--- src/rtl/rom_load_sequencer.sv ---
// rom_load_sequencer: routes HPS download bytes to ROM regions and sequences core reset
module rom_load_sequencer #(
  parameter int          HOLD_CYCLES = 1024,
  parameter logic [15:0] CPU_END     = 16'h7FFF,
  parameter logic [15:0] GFX_END     = 16'hBFFF,
  parameter logic [15:0] PROM_END    = 16'hC2FF
) (
  input  logic        CLK,
  input  logic        RESET_N,
  input  logic        dn_download,
  input  logic        dn_wr,
  input  logic [24:0] dn_addr,
  input  logic [7:0]  dn_data,
  input  logic        user_reset,
  output logic        core_reset,
  output logic        wr_cpu,
  output logic        wr_gfx,
  output logic        wr_prom,
  output logic [15:0] wr_addr,
  output logic [7:0]  wr_data,
  output logic [16:0] byte_count,
  output logic [7:0]  checksum,
  output logic        load_done,
  output logic        overflow
);
  localparam int CW = $clog2(HOLD_CYCLES + 1);
  localparam logic [CW-1:0] HOLD_V = CW'(HOLD_CYCLES);

  typedef enum logic [1:0] {HOLD, LOAD, RUN} state_t;

  state_t        r_state, w_nxt;
  logic [CW-1:0] r_cnt;
  logic          w_acc, w_clr, w_end, w_reload, w_hi_ok, w_cpu, w_gfx, w_prom, w_in, w_inc;
  logic [15:0]   w_a, w_off;
  logic [16:0]   w_bc_base;
  logic [7:0]    w_cs_base;

  // Next-state, reload and region decode of the current download byte
  always_comb begin
    w_acc     = dn_download & dn_wr;
    w_clr     = dn_download & (r_state != LOAD);
    w_end     = (r_state == LOAD) & ~dn_download;
    w_reload  = w_end | (~dn_download & user_reset & (r_state != LOAD));
    w_nxt     = dn_download ? LOAD : w_reload ? HOLD :
                (r_state == HOLD) ? ((r_cnt == CW'(1)) ? RUN : HOLD) : r_state;
    w_a       = dn_addr[15:0];
    w_hi_ok   = (dn_addr[24:16] == 9'd0);
    w_cpu     = w_hi_ok & (w_a <= CPU_END);
    w_gfx     = w_hi_ok & (w_a > CPU_END) & (w_a <= GFX_END);
    w_prom    = w_hi_ok & (w_a > GFX_END) & (w_a <= PROM_END);
    w_in      = w_cpu | w_gfx | w_prom;
    w_off     = w_cpu ? w_a : w_gfx ? (w_a - CPU_END - 16'd1) : (w_a - GFX_END - 16'd1);
    w_bc_base = w_clr ? 17'd0 : byte_count;
    w_cs_base = w_clr ? 8'd0 : checksum;
    w_inc     = w_acc & w_in & ~(&w_bc_base);
  end

  // Sequencer state, hold counter and core reset registered from the next state
  always_ff @(posedge CLK or negedge RESET_N) begin
    if (!RESET_N) begin
      r_state    <= HOLD;
      r_cnt      <= HOLD_V;
      core_reset <= 1'b1;
    end else begin
      r_state    <= w_nxt;
      r_cnt      <= w_reload ? HOLD_V : (r_state == HOLD) ? r_cnt - CW'(1) : r_cnt;
      core_reset <= (w_nxt != RUN);
    end
  end

  // Write strobes, region-local address/data and load statistics
  always_ff @(posedge CLK or negedge RESET_N) begin
    if (!RESET_N) begin
      wr_cpu     <= 1'b0;
      wr_gfx     <= 1'b0;
      wr_prom    <= 1'b0;
      wr_addr    <= 16'd0;
      wr_data    <= 8'd0;
      byte_count <= 17'd0;
      checksum   <= 8'd0;
      load_done  <= 1'b0;
      overflow   <= 1'b0;
    end else begin
      wr_cpu     <= w_acc & w_cpu;
      wr_gfx     <= w_acc & w_gfx;
      wr_prom    <= w_acc & w_prom;
      wr_addr    <= (w_acc & w_in) ? w_off : wr_addr;
      wr_data    <= (w_acc & w_in) ? dn_data : wr_data;
      byte_count <= w_bc_base + {16'd0, w_inc};
      checksum   <= w_cs_base + ((w_acc & w_in) ? dn_data : 8'd0);
      load_done  <= w_clr ? 1'b0 : w_end ? 1'b1 : load_done;
      overflow   <= (~w_clr & overflow) | (w_acc & ~w_in);
    end
  end
endmodule

--- config.mk ---
export PLATFORM = sky130hd
export DESIGN_NAME = rom_load_sequencer
export DESIGN_NICKNAME = d
export VERILOG_FILES = /design/src/rtl/rom_load_sequencer.sv
export SDC_FILE = /design/constraint.sdc
export NUM_CORES = 1
export LEC_CHECK = 0
export CAP_MARGIN = 40
export CORE_ASPECT_RATIO = 0.75
export CORE_UTILIZATION = 40
export CTS_CLUSTER_SIZE = 12
export DETAILED_ROUTE_END_ITERATION = 10
export PLACE_DENSITY = 0.77
export SYNTH_ARGS = -nofsm -noshare
export SYNTH_HDL_FRONTEND = slang
export SYNTH_SLANG_ARGS = --single-unit
--- constraint.sdc ---
create_clock -name CLK -period 3.9 [get_ports CLK]
set_input_delay 0.585 -clock CLK [delete_from_list [all_inputs] [get_ports CLK]]
set_output_delay 0.585 -clock CLK [all_outputs]
set_load 0.01 [all_outputs]
==> Yosys cells after proc, flatten, opt, wreduce, memory -nomap -nowiden <==
Index checks and enable logic that the tools add are counted.
{ "word_totals": {"word_cells": 71, "inputBits": 38, "out_inout_bits": 55, "ff_bits": 68} }
{ "op_classes": {"reduce_logical": 5, "addsub": 7, "n_bitwise": 25, "magnitude_cmp": 5, "mux": 13, "n_eq_ne": 4} }
{ "op_table": {"columns": ["cell", "count"], "rows": [
  ["less-or-equal comparator 16 bit (second input constant)", 2],
  ["2-to-1 mux 16 bit", 2],
  ["subtractor 16 x 1 -> 16 bit (second input constant)", 2],
  ["2-to-1 mux 11 bit", 2],
  ["adder 17 x 1 -> 17 bit", 1],
  ["bitwise AND 1 bit", 17],
  ["2-to-1 mux 17 bit", 1],
  ["AND reduction 17 bit", 1],
  ["> comparator 16 x 15 -> 1 bit (second input constant)", 1],
  ["> comparator 16 bit (second input constant)", 1],
  ["less-or-equal comparator 16 x 15 -> 1 bit (second input constant)", 1],
  ["2-to-1 mux 8 bit", 2],
  ["subtractor 16 x 15 -> 16 bit (second input constant)", 1],
  ["subtractor 16 bit (second input constant)", 1],
  ["equality test 11 x 1 -> 1 bit (second input constant)", 1],
  ["subtractor 11 x 1 -> 11 bit (second input constant)", 1],
  ["zero test 9 bit", 1],
  ["adder 8 bit", 1],
  ["2-to-1 mux 2 bit", 4],
  ["NOT 1 bit", 4],
  ["bitwise OR 1 bit", 4],
  ["nonzero test 2 bit", 2],
  ["equality test 2 x 1 -> 1 bit (second input constant)", 1],
  ["zero test 2 bit", 1],
  ["3 further kinds", 4]
]} }

==> Logic depth before layout (Yosys ltp) <==
{ "depth": {"depth_word": 8, "depth_mapped": 18, "depth_no_buf": 16} }

==> Worst setup path after synthesis <==
OpenSTA, ideal clock, no wires.
{ "synth_path": {"kind": "input to register", "from": "input port dn_addr[15]", "to": "register byte_count[14]", "path_buffers": 2, "setup_slack_ns": 0.213, "required_time_ns": 3.769, "arrival_ns": 3.556, "stages": 18, "setup_ns": 0.131, "cell_sequence": "inv_1 > ha_1 > nand4_1 > o41ai_2 > or3_1 > clkbuf_1 > and2_1 > buf_4 > inv_2 > a41oi_1 > ha_1 > ha_1 > nand3_1 > nor4_1 > and4_1 > nand3_1 > xor2_1 > nor2_1"} }
{ "synth_between": {"elab_chain_len": 8, "elab_cells_between_ends": 15, "cone_classes": "add/sub (1); order compare (5); bitwise (9)"} }
{ "synth_rtl": {"columns": ["item", "line", "text"], "rows": [
  ["start, declared", "12", "input logic [24:0] dn_addr,"],
  ["> comparator 16 x 15 -> 1 bit", "49", "w_gfx = w_hi_ok & (w_a > CPU_END) & (w_a <= GFX_END);"],
  ["bitwise AND 1 bit (2 in a row)", "49", null],
  ["bitwise OR 1 bit", "51", "w_in = w_cpu | w_gfx | w_prom;"],
  ["bitwise OR 1 bit (*)", "51", null],
  ["bitwise AND 1 bit (*) (2 in a row)", "55", "w_inc = w_acc & w_in & ~(&w_bc_base);"],
  ["adder 17 x 1 -> 17 bit (*)", "89", "byte_count <= w_bc_base + {16'd0, w_inc};"],
  ["end signal, assigned", "89", null],
  ["end, declared", "21", "output logic [16:0] byte_count,"]
]} }
Every way passes the cells marked *; elsewhere a longest branch is shown, timed or not.
A chain may end at the register's enable or synchronous reset.

==> Worst setup path in the final report <==
{ "layout_path": {"from": "input port dn_addr[14]", "to": "register byte_count[14]"} }
Same word-level chain as after synthesis.

==> flow_summary.yaml <==
status:
  status: "completed"
synth:
  yosysTopAreaCell: "dfrtp_1"
  syn_inst: 300
  ys_top_cells_by_area: "dfrtp_1 (51%), ha_1 (5.7%), mux2_2 (5.2%), xnor2_1 (5.1%), nor2_1 (3.4%)"
  ys_warn_count: 0
  ys_types: 41
  synth_top_cell_area_share_pct: 50.56
  synth_fp_nets: 354
  synth_area_sq_um: 3267
  syn_area_per_cell_sq_um: 10.89
  seq_area_frac_synth_pct: 52.16
  synth-seq-cells: 68
pwr:
  power_switching_mw: 0.4679
  combPwrFrac_pct: 16.3
  cell_internal_pwr_mw: 1.421
  ir_drop_v: 0.0002173
  power-per-cell-area_nw_per_um2: 404.1
  p_clk_share_pct: 40.3
  p_sw_share_pct: 24.77
  seqPwrFrac_pct: 43.4
  p_leak_nw: 2.186
place:
  gp_congestion: 0.8103
  dp_hpwl_mm: 5.794
  portBuffers: 92
global_routing:
  gr-total-overflow: 0
  grt.met2_usage_pct: 30.97
  antenna_found_initial: 0
  grt_pass1_vias: 2630
  grtUsageMet3_pct: 8.360
  gr-usage-met1_pct: 24.68
  grt_max_degree: 37
  grt.busiest_layer: "met2"
  grt_pass1_wl_mm: 12.83
  grt_usage_pct: 19.78
critical_path:
  critPathCapture: "byte_count[14]"
  setup.worst_path.start: "dn_addr[14]"
  cp.required_ps: 4180
  worstReg2RegStart: "r_state[1]"
  start_kind: "input pin"
  worstRegToRegCells: 15
  r2r-end: "byte_count[14]"
  cp.arrival_ps: 3760
  worst_setup_path_end_kind: "register"
  regToRegSetupSlack_ps: 910
  critPathMaxFanout: 4
  critPathKind: "in2reg"
cells_and_area:
  syn_to_final_growth_pct: 43.09
  final_common_cell: "clkdlybuf4s50_1"
  mostFrequentLayoutCells: "clkdlybuf4s50_1 (91), dfrtp_1 (66), nor2_1 (30)"
  n_antenna_cell: 0
  nNetsFinal: 465
  fillers: 672
  drive_above_1_share_pct: 13.46
die:
  core-area_sq_um: 7918
  die_width_microns: 106.4
  io_pins: 93
  initial_core_util_pct: 41.26
  die-height_microns: 80.27
  die_area_sq_um: 8537
  rows: 28
sta:
  setup_tns_ps: 0
  max_slew_margin_pct: 52.30
  max_freq_ghz: 0.2873
  finalCriticalPeriod_ps: 3481
  rsz0062_at_grt: "false"
  finalSetupViolCount: 0
  fin_hold_ws_ps: 107.6
  fin_skew_ps: 10.03
  fin_crit_sh_pct: 89.25
  finalHoldViolCount: 0
  tightestPinTransition_ps: 712.8
  drv_slew: 0
run:
  drv_cap: 0
detailed_routing:
  viasPerCell: 5.096
  routedWlPerCell_microns: 15.06
  route.detailed.drc: 0
  ant_nets: 0
  drt_iter0_drc: 68
  num_vias: 2655
  totalWireLength_mm: 7.845
  firstDrtPassIters: 4
hold_path:
  hold_class: "in2async"
clock_network:
  clockBufferDepth: 2
  htreeDepth: 3
  cts_made_buffers: 9
  cts_tree: "done"
  cts_sinks: 68
  cts_resized: 0
  clkLatencyLatePin_ps: 340
  post_cts_buffers: 0
  clk_pin_slew_ps: 70
  postCtsHoldBufs: 0
  ctsRootBufferMaster: "clkbuf_8"
-- critical path, cell delays in order --
cell and delay (ps):
clkdlybuf4s50_1 510, ha_1 190, nand4_1 100, o41ai_2 320
or3_1 170, and2_1 200, inv_2 50, a41oi_1 170
ha_1 230, ha_1 210, nand3_1 140, nor4_1 270
and4_1 280, nand3_1 100, xor2_1 150, nor2_1 80
-- logic make-up (layout without fill, tap and decap cells) --
kind of cell | after synthesis | after routing | synth area share (%)
AO/OA/AOI/OAI | 35 | 35 | 7.125
XOR/XNOR | 28 | 28 | 7.507
adder cells (fa/ha/maj) | 16 | 16 | 6.358
buffers and inverters | 22 | 138 | 2.757
flip-flops | 68 | 68 | 52.16
multiplexers | 15 | 15 | 5.170
AND/OR/NAND/NOR | 116 | 116 | 18.92
-- stage by stage --
step	total power [mW]	std cells	cell area, sq um	setup WS, ps	utilization, %
after detailed placement	1.135	505	4405	108.8	55.64
after global routing	1.975	521	4674	95.19	59.04
final	1.889	521	4674	419.1	59.04
after global placement	1.116	504	4385	183.5	55.39
after floorplan	1.008	300	3267	213.0	-
after CTS	1.904	521	4674	423.9	59.04
-- cells in the mapped netlist --
cell and count:
dfrtp_1 66, nor2_1 30, xnor2_1 19, nor2b_1 16
ha_1 15, mux2_2 15, inv_1 14, nand2_1 13
nand3_1 11, o21ai_0 10, xor2_1 9, and3_1 8
a21o_1 7, nor3_1 7, a21oi_1 6, nand2b_1 6
nor4_1 6, clkbuf_1 5, nand4_1 5, or3_1 5
and4_1 2, buf_4 2, dfstp_2 2, o21a_1 2
or3_2 2, or4_4 2, a211o_1 1, a211oi_1 1
a21boi_0 1, a31oi_1 1, a41oi_1 1, and2_1 1
fa_1 1, inv_2 1, nor3_2 1, nor3b_1 1
o211ai_1 1, o22ai_1 1, o31ai_1 1, o41ai_1 1
o41ai_2 1
-- metal layers --
metal	vias to the layer above	wire (microns)
li1	1257	-
met5	-	0
met2	78	3716
met1	1306	3481
met4	0	106
met3	14	541
-- power groups by stage --
| stage | Clock, mW | Sequential [mW] | Combinational, mW |
|---|---|---|---|
| after floorplan | 0 | 0.821 | 0.187 |
| after global placement | 0 | 0.823 | 0.293 |
| after detailed placement | 0 | 0.829 | 0.305 |
| after CTS | 0.774 | 0.818 | 0.311 |
| after global routing | 0.808 | 0.826 | 0.341 |
| final | 0.761 | 0.820 | 0.308 |
-- how the worst min path moves through the flow --
stage | from | to | slack, ps | cells after the start
global placement | wr_data[6] | wr_data[6] | 460 | 1
detailed placement | wr_data[2] | wr_data[2] | 470 | 1
CTS | RESET_N | byte_count[11] | 100 | 1
global route | RESET_N | byte_count[12] | 100 | 1
finish | RESET_N | byte_count[11] | 110 | 1
floorplan | RESET_N | byte_count[0] | 290 | 0
-- final cells by class --
type	count	area, sq um	share of cell area, %
clock inverter	3	90.09	1.927
clock buffer	13	178.9	3.828
tap	105	131.4	2.810
inverter	15	56.30	1.204
sequential	68	1704	36.46
multi-input combinational	210	1473	31.50
timing repair buffer	107	1041	22.27
-- state kept, by name, indices dropped and copies added, names as in the netlist, 2 cells and up --
register	flops
byte_count	17
r_cnt	11
wr_data	8
checksum	8
wr_addr	16
r_state	2
Note: power is estimated with default switching activity, not from simulation.
